File: config.mk
export PLATFORM = sky130hd
export DESIGN_NAME = imem_loader
export DESIGN_NICKNAME = d
export VERILOG_FILES = /design/src/rtl/imem_loader.sv
export SDC_FILE = /design/constraint.sdc
export NUM_CORES = 1
export LEC_CHECK = 0
export BUFFER_PORTS_ARGS = -buffer_cell sky130_fd_sc_hd__buf_2
export CAP_MARGIN = 0
export CORE_ASPECT_RATIO = 0.9
export CORE_MARGIN = 5
export CORE_UTILIZATION = 52
export CTS_CLUSTER_DIAMETER = 80
export DETAILED_ROUTE_END_ITERATION = 8
export GPL_TIMING_DRIVEN = 0
export PLACE_DENSITY = 0.8
export SLEW_MARGIN = 25
export SYNTH_ARGS = -nofsm -noshare
export SYNTH_HDL_FRONTEND = slang
export SYNTH_SLANG_ARGS = --single-unit
File: constraint.sdc
create_clock -name clk -period 2.19 [get_ports clk]
set_input_delay 0.3285 -clock clk [delete_from_list [all_inputs] [get_ports clk]]
set_output_delay 0.3285 -clock clk [all_outputs]
set_load 0.03 [all_outputs]
File: src/rtl/imem_loader.sv
// Program loader: assembles a byte stream into little-endian words and writes them to imem.
// Optional checksum byte and err flag are enabled by defining IMEM_LOADER_CHECKSUM_EN.
module imem_loader #(
  parameter int unsigned DWIDTH = 32,
  parameter int unsigned AWIDTH = 5
) (
  input  logic              clk,
  input  logic              nreset,
  input  logic              start,
  input  logic [7:0]        rx_data,
  input  logic              rx_valid,
  output logic              rx_ready,
  output logic              wr_en,
  output logic [AWIDTH-1:0] wr_addr,
  output logic [DWIDTH-1:0] wr_data,
  output logic              busy,
  output logic              cpu_hold,
  output logic              done,
  output logic              err
);

  localparam int unsigned Bpw   = DWIDTH / 8;
  localparam int unsigned BW    = (Bpw > 1) ? $clog2(Bpw) : 1;
  localparam int unsigned CW    = AWIDTH + 1;
  localparam int unsigned Depth = 1 << AWIDTH;

  localparam logic [2:0] StIdle  = 3'd0;
  localparam logic [2:0] StCount = 3'd1;
  localparam logic [2:0] StData  = 3'd2;
  localparam logic [2:0] StDone  = 3'd3;
`ifdef IMEM_LOADER_CHECKSUM_EN
  localparam logic [2:0] StCheck = 3'd4;
`else
  // Drain cycle holding the final write strobe so done rises one cycle after it.
  localparam logic [2:0] StLast  = 3'd5;
`endif

  logic [2:0]        state_q, state_d;
  logic [CW-1:0]     cnt_q, cnt_d;
  logic [CW-1:0]     widx_q, widx_d;
  logic [BW-1:0]     bidx_q, bidx_d;
  logic [DWIDTH-1:0] word_q, word_d;
  logic              wr_en_d;
  logic [AWIDTH-1:0] wr_addr_d;
  logic [DWIDTH-1:0] wr_data_d;
  logic              ready_d, busy_d;
  logic              ready_q, busy_q, done_q;
  logic              xfer;
`ifdef IMEM_LOADER_CHECKSUM_EN
  logic [7:0]        csum_q, csum_d;
  logic              err_q, err_d;
`endif

  assign xfer = rx_valid & ready_q;

  always_comb begin
    state_d   = state_q;
    cnt_d     = cnt_q;
    widx_d    = widx_q;
    bidx_d    = bidx_q;
    word_d    = word_q;
    wr_en_d   = 1'b0;
    wr_addr_d = wr_addr;
    wr_data_d = wr_data;
`ifdef IMEM_LOADER_CHECKSUM_EN
    csum_d    = csum_q;
    err_d     = err_q;
`endif
    case (state_q)
      StIdle, StDone: begin
        if (start) begin
          state_d = StCount;
          widx_d  = '0;
          bidx_d  = '0;
          word_d  = '0;
`ifdef IMEM_LOADER_CHECKSUM_EN
          csum_d  = '0;
          err_d   = 1'b0;
`endif
        end
      end
      StCount: begin
        if (xfer) begin
          // Zero, or anything beyond the memory depth, loads the whole memory.
          if (rx_data == 8'd0 || {24'd0, rx_data} >= Depth) begin
            cnt_d = CW'(Depth);
          end else begin
            cnt_d = CW'(rx_data);
          end
`ifdef IMEM_LOADER_CHECKSUM_EN
          csum_d = rx_data;
`endif
          state_d = StData;
        end
      end
      StData: begin
        if (xfer) begin
          word_d[{bidx_q, 3'b000} +: 8] = rx_data;
`ifdef IMEM_LOADER_CHECKSUM_EN
          csum_d = csum_q ^ rx_data;
`endif
          if (bidx_q == BW'(Bpw - 1)) begin
            wr_en_d   = 1'b1;
            wr_data_d = word_d;
            wr_addr_d = widx_q[AWIDTH-1:0];
            widx_d    = widx_q + 1'b1;
            bidx_d    = '0;
            if (widx_d == cnt_q) begin
`ifdef IMEM_LOADER_CHECKSUM_EN
              state_d = StCheck;
`else
              state_d = StLast;
`endif
            end
          end else begin
            bidx_d = bidx_q + 1'b1;
          end
        end
      end
`ifdef IMEM_LOADER_CHECKSUM_EN
      StCheck: begin
        if (xfer) begin
          err_d   = (rx_data != csum_q);
          state_d = StDone;
        end
      end
`else
      StLast: state_d = StDone;
`endif
      default: state_d = StIdle;
    endcase
  end

  always_comb begin
    ready_d = (state_d == StCount) || (state_d == StData);
`ifdef IMEM_LOADER_CHECKSUM_EN
    ready_d = ready_d || (state_d == StCheck);
    busy_d  = ready_d;
`else
    busy_d  = ready_d || (state_d == StLast);
`endif
  end

  always_ff @(posedge clk or negedge nreset) begin
    if (!nreset) begin
      state_q <= StIdle;
      cnt_q   <= '0;
      widx_q  <= '0;
      bidx_q  <= '0;
      word_q  <= '0;
      wr_en   <= 1'b0;
      wr_addr <= '0;
      wr_data <= '0;
      ready_q <= 1'b0;
      busy_q  <= 1'b0;
      done_q  <= 1'b0;
`ifdef IMEM_LOADER_CHECKSUM_EN
      csum_q  <= '0;
      err_q   <= 1'b0;
`endif
    end else begin
      state_q <= state_d;
      cnt_q   <= cnt_d;
      widx_q  <= widx_d;
      bidx_q  <= bidx_d;
      word_q  <= word_d;
      wr_en   <= wr_en_d;
      wr_addr <= wr_addr_d;
      wr_data <= wr_data_d;
      ready_q <= ready_d;
      busy_q  <= busy_d;
      done_q  <= (state_d == StDone);
`ifdef IMEM_LOADER_CHECKSUM_EN
      csum_q  <= csum_d;
      err_q   <= err_d;
`endif
    end
  end

  assign rx_ready = ready_q;
  assign busy     = busy_q;
  assign cpu_hold = busy_q;
  assign done     = done_q;
`ifdef IMEM_LOADER_CHECKSUM_EN
  assign err      = err_q;
`else
  assign err      = 1'b0;
`endif

endmodule
==> results.md <==
* Outcome: complete, no violations
* Design Area, Final at 4730 um2
* Max Clock Freq at 473 MHz
* Maximum clock insertion buffer count at 2
* Number of nets in the layout at 456
* Part of the cycle the worst path needs at 0.966
* Routed wire length at 9.88 mm
* Setup repair after global routing missed its margin: true
* Initial antenna violation count at 0
* Count of antenna diodes in the layout at 0
* Insertion delay of the later-clocked pin in the worst-skew pair at 360 ps
* Max-slew violation count at 0
* Count of flip-flops with a built-in enable after synthesis at 0
* Total cell area at the placement stage at 4440 um2
* Number of instances in the synthesized netlist at 377
* Core box area at 7580 um2
* Most common cell after layout, fill and taps aside: sky130_fd_sc_hd__dfrtp_1
* Die width at 103 um
* Normalized max-slew margin at 0.516
* CP peak stage delay at 560 ps
* Standard-cell rows at 30
* Sum of overflow across all layers after global routing at 0
* Mean cell area of the mapped netlist at 10.8 um2
* Distinct cell type count of the synthesized netlist at 48
* Final clock skew at 7.96 ps
* Overall routing resource usage at 0.213
* Commonest non-fill, non-tap cells in the layout: sky130_fd_sc_hd__dfrtp_1 (89), sky130_fd_sc_hd__nor2_1 (75), sky130_fd_sc_hd__buf_2 (50), sky130_fd_sc_hd__a22o_1 (34), sky130_fd_sc_hd__a221oi_1 (27)
* Leakage power figure at 2.32 nW
* Clock-pin slew on the worst setup and hold paths at 90 ps
* Signed area change from the synthesized netlist to the final layout at 16.5%
* Netlist area before placement at 4060 um2
* Number of synthesized register bits at 90
* Vertical extent of the die at 93.8 um
* Vias at 3280
* Arrival time of the worst setup path at 2410 ps
* Worst setup path start: state_q[1]$_DFF_PN0_
* Critical path capture point type: flop
* Critical Path, Cell by Cell: buf_4, nor3b_2, nand3_1, nor4_4, a22o_1
* TritonCTS clock tree: yes
* Final core occ at 0.623
* Number of global-route vias before repair at 3120
* RR Startpoint: state_q[1]$_DFF_PN0_
* Share of layout cells above drive strength 1 at 0.217
* Sequential area share after synthesis at 0.555
* Worst Tran Pin Value at 722 ps
* TritonCTS buffer count at 9
* Largest driver fanout on the critical path at 9
* Final number of setup-violating endpoints at 0
* Post-layout min period at 2110 ps
* Number of ports placed on the die boundary at 55
* Filler-free cell count of the finished design at 538
* Count of endpoints failing hold in the final timing report at 0
* Syn_nets at 396
* Maximum vdd drop at 0.613 mV
* # DRC at 0
* Buffers added on ports at 45
* CP required at 2490 ps
* Average detailed-routed wire length per instance at 18.4 um
* Cell count of the worst reg-to-reg path at 5
* Critical Path Sink: word_q[6]$_DFFE_PN0P_
* # clock sinks at 90
* Prevailing post-synth register cell: sky130_fd_sc_hd__dfrtp_1
* Type of the worst setup path: reg -> reg
* Pre-antenna DRT Iters at 7
* Total area of sequential cells at 2250 um2
* Master cell of the clock root buffer: sky130_fd_sc_hd__clkbuf_8
* Vias per Instance at 6.10
* H-tree level count at 3
* Pwr dens at 1030 nW/um2
* Yosys warns at 0
* Type of the worst min-delay path: in -> reg
* Gp weighted congestion at 0.847
* Overall power consumption at 4.87 mW
* Estimated wirelength of the detail-placed design at 6.70 mm
* Detailed router's first-iteration violation count at 240
* Synth async-reset ratio at 1.00
* Starting density of the core at 0.535
* Maximum number of pins on one net before global-route repair at 76
* Number of fillers in the final layout at 637
* Area taken by multi-input logic gates at 1640 um2
* Floorplan die area at 9670 um2
* Wire length of the first global-routing pass at 15.9 mm
* Count of maximum capacitance violations at 0
* Worst-path cell with the longest stage delay: sky130_fd_sc_hd__nor4_4
* Cell count after placement at 519
* Register-to-register path setup slack at 80 ps
* Crit Reg-Reg Endpoint: word_q[6]$_DFFE_PN0P_
* Launching element type of the critical path: flop
* Detail Route Antenna Nets at 0
report_power, final:
group	total (mW)	internal (mW)	switching [mW]
Sequential	2.10	1.92	0.184
Clock	1.17	0.565	0.606
Combinational	1.59	0.501	1.09
sequential cells by signal (all words and copies together), names as in the netlist:
| register | count |
|---|---|
| word_q | 32 |
| state_q | 3 |
| wr_data | 32 |
| wr_addr | 5 |
| wr_en | 1 |
| done | 1 |
| widx_q | 6 |
| busy | 1 |
| rx_ready | 1 |
| bidx_q | 2 |
| cnt_q | 6 |
routing by layer:
layer  vias up  global-route usage  part of all wire
li1       1475                   -                 -
met5         -                   0                 0
met1      1653               0.302              0.44
met2       143               0.327              0.47
met4         0              0.0593            0.0098
met3         9              0.0520             0.078
Yosys cell counts, drive strengths merged (2+ instances only):
master	count	area (um2)
nor4bb	2	20.0
nor3	5	25.0
o21ai	11	55.1
xor2	3	26.3
ha	7	87.6
dfrtp	90	2250
nor3b	2	15.0
nand3	10	50.1
a22o	34	298
nor2	77	289
buf	16	101
a221oi	32	305
nand2	18	67.6
or3	2	12.5
nor4	4	55.1
clkbuf	9	35.0
xnor2	6	52.6
a21oi	4	20.0
o41ai	2	17.5
inv	18	67.6
o211ai	4	30.0
cell type report:
class | count | area share
Sequential cell | 90 | 0.477
Multi-Input combinational cell | 243 | 0.348
Timing Repair Buffer | 49 | 0.0601
Buffer | 25 | 0.0304
Clock buffer | 11 | 0.0299
Tap cell | 96 | 0.0254
Inverter | 19 | 0.0167
Clock inverter | 5 | 0.0132
cell families (layout without fill, tap and decap cells):
logic type / Yosys count / count (layout) / synth area share
AOI/OAI and AO/OA: 96 / 96 / 0.197
buffers and inverters: 44 / 109 / 0.0512
other: 1 / 1 / 0.000924
xor gates and xnor gates: 10 / 10 / 0.0253
DFF: 90 / 90 / 0.555
and+or+nand+nor: 127 / 127 / 0.144
muxes: 2 / 2 / 0.00524
adders and majority gates: 7 / 7 / 0.0216
metrics by stage:
stage | setup WS (ps) | hold WS (ps) | setup TNS (ps)
after floorplan | 69.7 | 32.9 | 0
after global placement | -248 | 455 | -5230
after detailed placement | -297 | 171 | -6980
after CTS | 16.2 | 270 | 0
after global routing | -21.4 | 301 | -115
final | 75.5 | 280 | 0
worst min path at each step:
stage | startpoint | to | slack, ps | cells past startpoint
final | start | busy$_DFF_PN0_ | 280 | 3
after global routing | start | busy$_DFF_PN0_ | 300 | 3
after CTS | start | busy$_DFF_PN0_ | 270 | 3
after detailed placement | nreset | wr_en$_DFF_PN0_ | 170 | 1
after global placement | wr_addr[3]$_DFFE_PN0P_ | wr_addr[3]$_DFFE_PN0P_ | 450 | 2
after floorplan | nreset | bidx_q[0]$_DFFE_PN0P_ | 30 | 0
critical path, delay by kind of cell (launching register included):
family | cells | cell delay, ps
AND/OR/NAND/NOR | 3 | 1310
AO/OA/AOI/OAI | 1 | 250
flip-flops | 1 | 340
buffers and inverters | 1 | 150
repair_timing:
item                                   4_1_cts  5_1_grt
buffers inserted                             1        1
gates resized for setup                      8        8
hold buffers                                 1        0
endpoints found under the hold margin       15        0
pin swaps                                    0        0
gates cloned                                 0        0
setup endpoints to repair                   42       21
(Power assumes the default switching activity.)
